===== src/rtl/seg_scan_driver_pkg.sv =====
// Shared constants for the multiplexed seven-segment scan driver:
// active-low hex glyphs, the blank pattern and the digit-index width helper.
package seg_scan_driver_pkg;

  localparam logic [7:0] SEG_BLANK = 8'hFF;

  // Bit order is g..a, so a cleared bit lights that segment.
  localparam logic [6:0] HEX_0 = 7'h40;
  localparam logic [6:0] HEX_1 = 7'h79;
  localparam logic [6:0] HEX_2 = 7'h24;
  localparam logic [6:0] HEX_3 = 7'h30;
  localparam logic [6:0] HEX_4 = 7'h19;
  localparam logic [6:0] HEX_5 = 7'h12;
  localparam logic [6:0] HEX_6 = 7'h02;
  localparam logic [6:0] HEX_7 = 7'h78;
  localparam logic [6:0] HEX_8 = 7'h00;
  localparam logic [6:0] HEX_9 = 7'h10;
  localparam logic [6:0] HEX_A = 7'h08;
  localparam logic [6:0] HEX_B = 7'h03;
  localparam logic [6:0] HEX_C = 7'h46;
  localparam logic [6:0] HEX_D = 7'h21;
  localparam logic [6:0] HEX_E = 7'h06;
  localparam logic [6:0] HEX_F = 7'h0E;

  function automatic int idx_width(input int n);
    return (n < 2) ? 1 : $clog2(n);
  endfunction

endpackage


===== src/rtl/seg_scan_driver_hex_decode.sv =====
// Combinational nibble to active-low seven-segment glyph (0-9, A-F).
module seg_hex_decode
  import seg_scan_driver_pkg::*;
(
  input  logic [3:0] nibble,
  output logic [6:0] pattern
);

  always_comb begin
    pattern = HEX_0;
    case (nibble)
      4'h0: pattern = HEX_0;
      4'h1: pattern = HEX_1;
      4'h2: pattern = HEX_2;
      4'h3: pattern = HEX_3;
      4'h4: pattern = HEX_4;
      4'h5: pattern = HEX_5;
      4'h6: pattern = HEX_6;
      4'h7: pattern = HEX_7;
      4'h8: pattern = HEX_8;
      4'h9: pattern = HEX_9;
      4'hA: pattern = HEX_A;
      4'hB: pattern = HEX_B;
      4'hC: pattern = HEX_C;
      4'hD: pattern = HEX_D;
      4'hE: pattern = HEX_E;
      4'hF: pattern = HEX_F;
    endcase
  end

endmodule


===== src/rtl/seg_scan_driver.sv =====
// Time-multiplexed seven-segment driver with double-buffered (tear-free) digit
// data, leading-zero suppression and per-slot PWM brightness.
module seg_scan_driver
  import seg_scan_driver_pkg::*;
#(
  parameter int NUM_DIGITS = 4,
  parameter int CLK_DIV    = 100000,
  parameter int BRIGHT_W   = 3
) (
  input  logic                    clk,
  input  logic                    rst,
  input  logic [4*NUM_DIGITS-1:0] data_in,
  input  logic [NUM_DIGITS-1:0]   dp_in,
  input  logic [NUM_DIGITS-1:0]   blank_in,
  input  logic                    lz_en,
  input  logic                    load,
  input  logic [BRIGHT_W-1:0]     brightness,
  output logic [7:0]              seg_out,
  output logic [NUM_DIGITS-1:0]   an_out,
  output logic                    frame_done,
  output logic                    pend_out
);

  localparam int IDX_W = idx_width(NUM_DIGITS);
  localparam int CNT_W = $clog2(CLK_DIV);
  localparam int DW    = 4 * NUM_DIGITS;
  localparam int PW    = BRIGHT_W + 33;

  logic [CNT_W-1:0]      cnt;
  logic [IDX_W-1:0]      idx;
  logic                  tick;
  logic                  wrap;

  logic [DW-1:0]         pend_data, act_data;
  logic [NUM_DIGITS-1:0] pend_dp, act_dp;
  logic [NUM_DIGITS-1:0] pend_blank, act_blank;
  logic                  pend_lz, act_lz;
  logic                  pend;

  logic [3:0]            nib;
  logic [6:0]            hex_pat;
  logic                  dp_bit, blank_bit, any_nz, dark, lit_on;
  logic [PW-1:0]         duty_thr;
  logic [7:0]            seg_nxt, seg_p1;
  logic [NUM_DIGITS-1:0] an_nxt, an_p1;

  assign tick = (cnt == CNT_W'(CLK_DIV - 1));
  assign wrap = tick && (idx == IDX_W'(NUM_DIGITS - 1));

  // Stage p0: scan counters and the pending/active double buffer
  always_ff @(posedge clk) begin
    if (rst) begin
      cnt        <= '0;
      idx        <= '0;
      frame_done <= 1'b0;
      pend       <= 1'b0;
      pend_data  <= '0;
      pend_dp    <= '0;
      pend_blank <= '0;
      pend_lz    <= 1'b0;
      act_data   <= '0;
      act_dp     <= '0;
      act_blank  <= '1;
      act_lz     <= 1'b0;
    end else begin
      cnt        <= tick ? '0 : cnt + CNT_W'(1);
      if (tick)
        idx <= wrap ? '0 : idx + IDX_W'(1);
      frame_done <= wrap;
      if (wrap && pend) begin
        act_data  <= pend_data;
        act_dp    <= pend_dp;
        act_blank <= pend_blank;
        act_lz    <= pend_lz;
      end
      // A load on the wrap tick re-arms pending after the old content moves out.
      if (load) begin
        pend_data  <= data_in;
        pend_dp    <= dp_in;
        pend_blank <= blank_in;
        pend_lz    <= lz_en;
        pend       <= 1'b1;
      end else if (wrap) begin
        pend <= 1'b0;
      end
    end
  end

  always_comb begin
    nib       = 4'h0;
    dp_bit    = 1'b0;
    blank_bit = 1'b1;
    any_nz    = 1'b0;
    for (int j = 0; j < NUM_DIGITS; j++) begin
      if (IDX_W'(j) == idx) begin
        nib       = act_data[j*4 +: 4];
        dp_bit    = act_dp[j];
        blank_bit = act_blank[j];
      end
      if (j >= int'(idx) && act_data[j*4 +: 4] != 4'h0)
        any_nz = 1'b1;
    end
  end

  seg_hex_decode u_hex (
    .nibble  (nib),
    .pattern (hex_pat)
  );

  always_comb begin
    duty_thr = ((PW'(brightness) + PW'(1)) * PW'(CLK_DIV)) >> BRIGHT_W;
    lit_on   = PW'(cnt) < duty_thr;
    dark     = blank_bit || (act_lz && (idx != '0) && !any_nz);
    seg_nxt  = dark ? SEG_BLANK : {~dp_bit, hex_pat};
    an_nxt   = '1;
    for (int j = 0; j < NUM_DIGITS; j++)
      if (IDX_W'(j) == idx && !dark && lit_on)
        an_nxt[j] = 1'b0;
  end

  // Stage p1: registered segment/anode drive, one cycle behind cnt/idx
  always_ff @(posedge clk) begin
    if (rst) begin
      seg_p1 <= SEG_BLANK;
      an_p1  <= '1;
    end else begin
      seg_p1 <= seg_nxt;
      an_p1  <= an_nxt;
    end
  end

  assign seg_out  = seg_p1;
  assign an_out   = an_p1;
  assign pend_out = pend;

endmodule

===== config.mk =====
export PLATFORM = sky130hd
export DESIGN_NAME = seg_scan_driver
export DESIGN_NICKNAME = d
export VERILOG_FILES = /design/src/rtl/seg_scan_driver_pkg.sv /design/src/rtl/seg_scan_driver_hex_decode.sv /design/src/rtl/seg_scan_driver.sv
export SDC_FILE = /design/constraint.sdc
export NUM_CORES = 1
export LEC_CHECK = 0
export CAP_MARGIN = 20
export CORE_MARGIN = 2
export CORE_UTILIZATION = 55
export DETAILED_ROUTE_END_ITERATION = 7
export DONT_BUFFER_PORTS = 1
export PLACE_DENSITY = 0.78
export SLEW_MARGIN = 20
export SYNTH_ARGS = -nofsm -noshare
export SYNTH_HDL_FRONTEND = slang
export SYNTH_SLANG_ARGS = --single-unit

===== constraint.sdc =====
create_clock -name clk -period 7.3 [get_ports clk]
set_input_delay 0.73 -clock clk [delete_from_list [all_inputs] [get_ports clk]]
set_output_delay 0.73 -clock clk [all_outputs]
set_load 0.005 [all_outputs]

Word-level counts from Yosys, hierarchy flattened
Memories as Yosys holds them, arrays and structs flattened. A register that Yosys moved wholly into a read port is not among the register bits.
Cells that the tools add are included.
Word-level totals
  flip-flop bits (word level): 83
  output and inout bits: 14
  memory bits (read-only): 112
  memories: 1
  input bits: 31
  word-level logic and storage cells: 79
Memories
  (no name shown): depth 16, bits a word 7, rd ports 1, clocked after Yosys merged registers in 1, write ports 0, RTL line seg_scan_driver_hex_decode.sv:11  | case (nibble)
Cells by class
  mux-type cells: 23
  multipliers: 1
  order comparisons: 4
  bitwise logic cells: 1
  reductions and logical operators: 27
  equal/unequal tests: 5
  $add $sub $neg: 3
Operators with widths (number)
  less-than comparator 17 x 18 -> 1 bit: 1
  2-to-1 mux 1 bit: 18
  adder 17 x 1 -> 17 bit (second input constant): 1
  equality test 17 bit (second input constant): 1
  multiplier 4 x 12 -> 16 bit (second input constant): 1
  2-to-1 mux 4 bit: 4
  nonzero test 4 bit: 4
  logical AND 1 bit: 15
  adder 3 x 1 -> 4 bit (second input constant): 1
  equality test 2 bit (first input constant): 2
  greater-or-equal comparator 1 x 2 -> 1 bit (first input constant): 2
  nonzero test 2 bit: 2
  OR reduction 2 bit: 2
  adder 2 x 1 -> 2 bit (second input constant): 1
  equality test 1 x 2 -> 1 bit (first input constant): 1
  equality test 2 bit (second input constant): 1
  greater-or-equal comparator 2 bit (first input constant): 1
  logical NOT 1 bit: 2
  logical NOT 2 bit: 1
  2-to-1 mux 2 bit: 1
  logical OR 1 bit: 1
  inverter 1 bit: 1

Logic depth before layout (Yosys ltp)
  depth in word-level cells: 13
  mapped depth: 18
  gate-level depth less buffers: 18

Cells and area by module
From an unflattened synthesis, not the netlist that was laid out.
Unflattened totals
  cells, all modules: 475
  area total of the unflattened synthesis: 4381.7 um^2
By module, submodules not included
  seg_scan_driver: area each 4106.4 um^2, sequential area each 1661.6 um^2, times used 1, cells an instance 443
  seg_hex_decode: area each 275.3 um^2, sequential area each 0.0 um^2, times used 1, cells an instance 32

Least setup slack after synthesis
Ideal clock, no wire load.
  path type: input to register
  start point: in brightness[0]
  end point: reg an_p1[0] (netlist: an_out[0])
  required time: 7.166 ns
  buffers on the path: 0
  stages: 18
  arrival: 3.981 ns
  setup time: 0.134 ns
  setup slack: 3.185 ns
  cells stage by stage: inv_1 -> ha_1 -> ha_1 -> xnor2_1 -> ha_1 -> a21o_1 -> ha_1 -> a21oi_1 -> nand4b_1 -> a31oi_1 -> a21oi_1 -> xor2_1 -> ha_1 -> and4_1 -> a41oi_1 -> a31oi_1 -> o221ai_1 -> nand3_1
Between the ends
  longest elaborated chain between the ends: 5
Ends and longest elaborated chain
  start, declared: RTL line seg_scan_driver.sv:17  | input logic [BRIGHT_W-1:0] brightness,
  adder 3 x 1 -> 4 bit: RTL line seg_scan_driver.sv:111  | duty_thr = ((PW'(brightness) + PW'(1)) * PW'(CLK_DIV)) >> BRIGHT_W;
  multiplier 4 x 12 -> 16 bit: RTL line seg_scan_driver.sv:111
  less-than comparator 17 x 18 -> 1 bit: RTL line seg_scan_driver.sv:112  | lit_on = PW'(cnt) < duty_thr;
  logical AND 1 bit: RTL line seg_scan_driver.sv:117  | if (IDX_W'(j) == idx && !dark && lit_on)
  2-to-1 mux 1 bit: RTL line seg_scan_driver.sv:117
  end signal, assigned: RTL line seg_scan_driver.sv:128  | an_p1 <= an_nxt;
  end, declared: RTL line seg_scan_driver.sv:45  | logic [NUM_DIGITS-1:0] an_nxt, an_p1;
No other way between the ends.
A chain may end at the register's enable or synchronous reset.

Final worst setup path
  start point: in brightness[0]
  end point: reg an_p1[1] (netlist: an_out[1])
The elaborated chain is that of the path after synthesis.

==> run summary <==
STA
--------------------------------------------------------------------------------------
Unrepaired setup endpoints after global routing                                  false
Final worst clock skew                                                       0.0105 ns
Transition time of the tightest slew-check pin                                0.682 ns
Number of slew-limit violations in the final report                                  0
Share of the cycle needed by the critical path after routing                     58.6%
Min cycle time layout                                                          4.28 ns
Achievable clock frequency                                                     234 MHz
Max transition margin                                                            54.5%
Number of failing hold endpoints at the final stage                                  0
Total Negative Setup Slacks                                                       0 ns
Final setup violation count                                                          0

SYNTH
--------------------------------------------------------------------------------------
Sequential fraction of the synthesis area                                        38.1%
Asr flop ratio synth                                                                0%
Count of mapped cells out of synthesis                                             475
Most area-hungry cell type in the Yosys netlist                           sky130_fd_sc_hd__dfxtp_1
Top flip-flop cell by instance count after synthesis                      sky130_fd_sc_hd__dfxtp_1
Synth top area share                                                             38.1%
Dominant cells by area after synthesis                                    sky130_fd_sc_hd__dfxtp_1 38%, sky130_fd_sc_hd__ha_1 13%, sky130_fd_sc_hd__mux2i_1 11%
Flip-flop and latch count after synthesis                                           83
Synth Area per Inst                                                         9.18 sq um
Post-synthesis net count                                                           550
Netlist Area Pre-Place                                                    0.00436 sq mm
Number of enable flip-flop cells after synthesis                                     0
Synth Warn #                                                                         0
Number of distinct standard cells referenced by the synthesized netlist             48

SETUP PATH
--------------------------------------------------------------------------------------
Required time of the critical path                                             7.52 ns
Endpoint arrival time on the critical path                                     4.49 ns
Endpoint class of the critical path                                               flop
Delay of the slowest cell on the worst path                                    0.41 ns
Maximum fanout count along the critical path                                         8
Critical setup path kind                                                  primary input to flop
Master of the slowest instance on the critical path                       sky130_fd_sc_hd__ha_1
CP Buf/Inv Count                                                                     1
Cells along the critical path                                             inv_1 -> ha_1 -> ha_1 -> xnor2_1 -> ha_1 -> a21o_1 -> ha_1 -> a21oi_1 -> nand4b_1 -> a31oi_1 -> a21oi_1 -> xor2_1 -> ha_1 -> and4_1 -> a41oi_1 -> a31oi_1 -> o221ai_1 -> nand3_1
Worst path most repeated cell                                             sky130_fd_sc_hd__ha_1
Sort of element at the start of the critical path                         primary input
Kind of cell adding the most delay to the critical path                    adder cells

DETAILED ROUTING
--------------------------------------------------------------------------------------
Count of vias placed by the detailed router                                      3,208
Total routed wirelength                                                   8310 microns
Remaining design rule violation count                                                0
Drt wl/cell                                                               14.5 microns
Number of nets still failing antenna checks after routing                            0
Total iterations of the first detailed-routing run                                   4
Iteration-0 DRC count of the detailed router                                       173
Vias per cell                                                                     5.59

PWR
--------------------------------------------------------------------------------------
Clock network power share                                                        37.0%
Sequential share of power                                                        52.4%
Standby leakage power                                                          2.05 nW
Part of the total power dissipated in combinational logic                        10.6%
Net switching component of the power                                            228 uW
Worst IR Drop VDD                                                            0.0892 mV
Overall power                                                                   895 uW
Internal power                                                                  667 uW
Switching fraction of total power                                                25.5%
Power per cell area                                                        194 mW/mm^2

OUTCOME
--------------------------------------------------------------------------------------
Result of the run                                                         finished clean

CLOCK TREE
--------------------------------------------------------------------------------------
Number of buffers between clock root and the deepest sink                            2
Worst skew pair latency                                                        0.35 ns
Clock-pin transition on the worst setup and hold timing paths                  0.08 ns
CTS root buf                                                              sky130_fd_sc_hd__clkbuf_8
Clock tree from TritonCTS                                                        built
Post-CTS Hold Fix Bufs                                                               0
Post-CTS Resized                                                                     0
Num CTS Buffers                                                                      9
Number of levels the H-tree was split into                                           3
CTS Sinks                                                                           83
Number of buffers added for setup after CTS                                          0

FINAL LAYOUT
--------------------------------------------------------------------------------------
Final core occ                                                                   59.9%
Post-route design area                                                    0.00461 sq mm
Share of final-layout standard cells stronger than drive strength 1              5.30%
Area growth syn-to-layout                                                        5.68%
Inserted Diodes                                                                      0
Net count of the finished layout                                                   542
Count of fill cells added during filler insertion                                  685

WORST HOLD PATH
--------------------------------------------------------------------------------------
Type of the most critical hold path                                       primary input to flop

DIE
--------------------------------------------------------------------------------------
Core region area                                                          0.00769 sq mm
Die footprint                                                             0.00865 sq mm
Die X                                                                     93.0 microns
Number of rows in the core area                                                     32
Die Y-Extent                                                              93.0 microns
Top-level I/O count                                                                 45
Effective utilization at floorplan                                               56.7%

RUN
--------------------------------------------------------------------------------------
Max-cap violation count                                                              0

PLACEMENT
--------------------------------------------------------------------------------------
Final weighted congestion in routability-driven placement                        0.830
Post-DP HPWL                                                              6030 microns
DP Area                                                                   0.00438 sq mm
Number of port buffers                                                               0

GRT
--------------------------------------------------------------------------------------
Largest net degree at the start of global routing                                   61
First-pass GRT wire length                                                13,900 microns
Antenna violations before repair                                                     0
Via count of the first global-routing pass                                       3,118
Total gr overflow                                                                    0
Gr usage total                                                                   19.8%

## through the flow
| stage | worst slack (ns) | instances | hold slack (ns) |
|---|---|---|---|
| 2_1_floorplan | 3.19 | 475 | 0.430 |
| 3_3_place_gp | 2.94 | 557 | 0.446 |
| 3_5_place_dp | 2.70 | 557 | 0.454 |
| 4_1_cts | 3.08 | 573 | 0.425 |
| 5_1_grt | 2.71 | 574 | 0.425 |
| 6_report | 3.02 | 574 | 0.442 |
## layout make-up
| type | count | area, sq um | share of cell area [%] |
|---|---|---|---|
| clock inverters | 7 | 75.1 | 1.63 |
| flip-flops and latches | 83 | 1660 | 36.1 |
| multi-input cells | 351 | 2500 | 54.4 |
| inverters | 19 | 71.3 | 1.55 |
| well taps | 102 | 128 | 2.77 |
| repair buffers | 3 | 42.5 | 0.923 |
| clock buffers | 9 | 124 | 2.69 |
## synth_stat cells, types with 3 or more instances
| master | number |
|---|---|
| sky130_fd_sc_hd__dfxtp_1 | 83 |
| sky130_fd_sc_hd__o221ai_1 | 6 |
| sky130_fd_sc_hd__a211oi_1 | 7 |
| sky130_fd_sc_hd__nand3b_1 | 4 |
| sky130_fd_sc_hd__nand2_1 | 21 |
| sky130_fd_sc_hd__ha_1 | 44 |
| sky130_fd_sc_hd__o21ai_0 | 10 |
| sky130_fd_sc_hd__nand3_1 | 11 |
| sky130_fd_sc_hd__xnor2_1 | 11 |
| sky130_fd_sc_hd__a21o_1 | 4 |
| sky130_fd_sc_hd__xor2_1 | 16 |
| sky130_fd_sc_hd__nor2b_1 | 4 |
| sky130_fd_sc_hd__inv_1 | 19 |
| sky130_fd_sc_hd__nor2_1 | 83 |
| sky130_fd_sc_hd__nor3b_1 | 4 |
| sky130_fd_sc_hd__and3_1 | 4 |
| sky130_fd_sc_hd__a21oi_1 | 22 |
| sky130_fd_sc_hd__and2_1 | 4 |
| sky130_fd_sc_hd__nor3_1 | 7 |
| sky130_fd_sc_hd__buf_1 | 3 |
| sky130_fd_sc_hd__a31oi_1 | 5 |
| sky130_fd_sc_hd__nand4_1 | 5 |
| sky130_fd_sc_hd__mux2i_1 | 49 |
| sky130_fd_sc_hd__clkbuf_1 | 6 |
| sky130_fd_sc_hd__buf_2 | 10 |
## cell usage in the layout (no fill, tap or decap), types with 2 or more instances in the layout
cell	netlist	layout
sky130_fd_sc_hd__a211oi_1	7	7
sky130_fd_sc_hd__mux2i_1	49	49
sky130_fd_sc_hd__nor3_1	7	7
sky130_fd_sc_hd__nor2b_1	4	4
sky130_fd_sc_hd__a41oi_1	2	2
sky130_fd_sc_hd__nor3b_1	4	4
sky130_fd_sc_hd__nand2b_1	2	2
sky130_fd_sc_hd__dfxtp_1	83	83
sky130_fd_sc_hd__nand3_1	11	11
sky130_fd_sc_hd__nor2_1	83	83
sky130_fd_sc_hd__and4_1	2	2
sky130_fd_sc_hd__nor4b_1	2	2
sky130_fd_sc_hd__o221ai_1	6	6
sky130_fd_sc_hd__o21ai_0	10	10
sky130_fd_sc_hd__clkinv_2	0	2
sky130_fd_sc_hd__a21o_1	4	4
sky130_fd_sc_hd__o211ai_1	2	2
sky130_fd_sc_hd__and2_1	4	4
sky130_fd_sc_hd__nand2_1	21	21
sky130_fd_sc_hd__inv_1	19	19
sky130_fd_sc_hd__nor4_1	2	2
sky130_fd_sc_hd__a31oi_1	5	5
sky130_fd_sc_hd__a211o_1	2	2
sky130_fd_sc_hd__xnor2_1	11	11
sky130_fd_sc_hd__clkbuf_8	0	9
sky130_fd_sc_hd__or2_2	2	2
sky130_fd_sc_hd__xor2_1	16	16
sky130_fd_sc_hd__nand4_1	5	5
sky130_fd_sc_hd__and3_1	4	4
sky130_fd_sc_hd__a21oi_1	22	22
sky130_fd_sc_hd__ha_1	44	44
sky130_fd_sc_hd__a221o_1	2	2
sky130_fd_sc_hd__clkinvlp_4	0	2
sky130_fd_sc_hd__nand3b_1	4	4
sky130_fd_sc_hd__buf_4	0	2
## cells by family after synthesis
kind of cell	synth area share [%]
buf+inv	4.42
flops	38.1
fa+ha+maj	12.6
xor+xnor	5.42
mux	11.3
compound gates	10.4
simple gates	17.8
## flip-flops by register name, indices dropped and copies added, names as in the netlist, 2 cells and up
name and count:
cnt 17, act_data 16, pend_data 16, seg_out 8, act_blank 4, act_dp 4
an_out 4, pend_blank 4, pend_dp 4, idx 2
## path summary, 6_finish.rpt
path	cells after the start	slack (ns)	from	to
min reg2reg	1	0.47	cnt[0]	cnt[0]
max reg2reg	8	4.53	idx[0]	seg_out[3]
max	18	3.02	brightness[0]	an_out[1]
min	1	0.44	rst	pend_blank[1]
## power groups by stage
| stage | logic, mW | clock network, mW | registers [mW] |
|---|---|---|---|
| global placement | 0.0895 | 0 | 0.479 |
| global route | 0.107 | 0.358 | 0.470 |
| CTS | 0.0952 | 0.339 | 0.469 |
| floorplan | 0.0851 | 0 | 0.477 |
| detailed placement | 0.0947 | 0 | 0.480 |
| finish | 0.0952 | 0.331 | 0.469 |
## worst reg2reg max path, delay by kind of cell, from the launching register on
family,cells,cell delay [ns]
AOI/OAI and AO/OA,4,1.01
DFF,1,0.41
and+or+nand+nor,1,0.05
adders and majority gates,2,0.98
buffers and inverters,1,0.21
## layer usage
metal	share of wire, %	up-vias	GRT usage [%]
li1	-	1640	-
met1	45	1502	23.8
met2	50	54	35.6
met3	4.1	12	4.19
met4	1.2	0	5.88
met5	0	-	0
(Power assumes the default switching activity.)
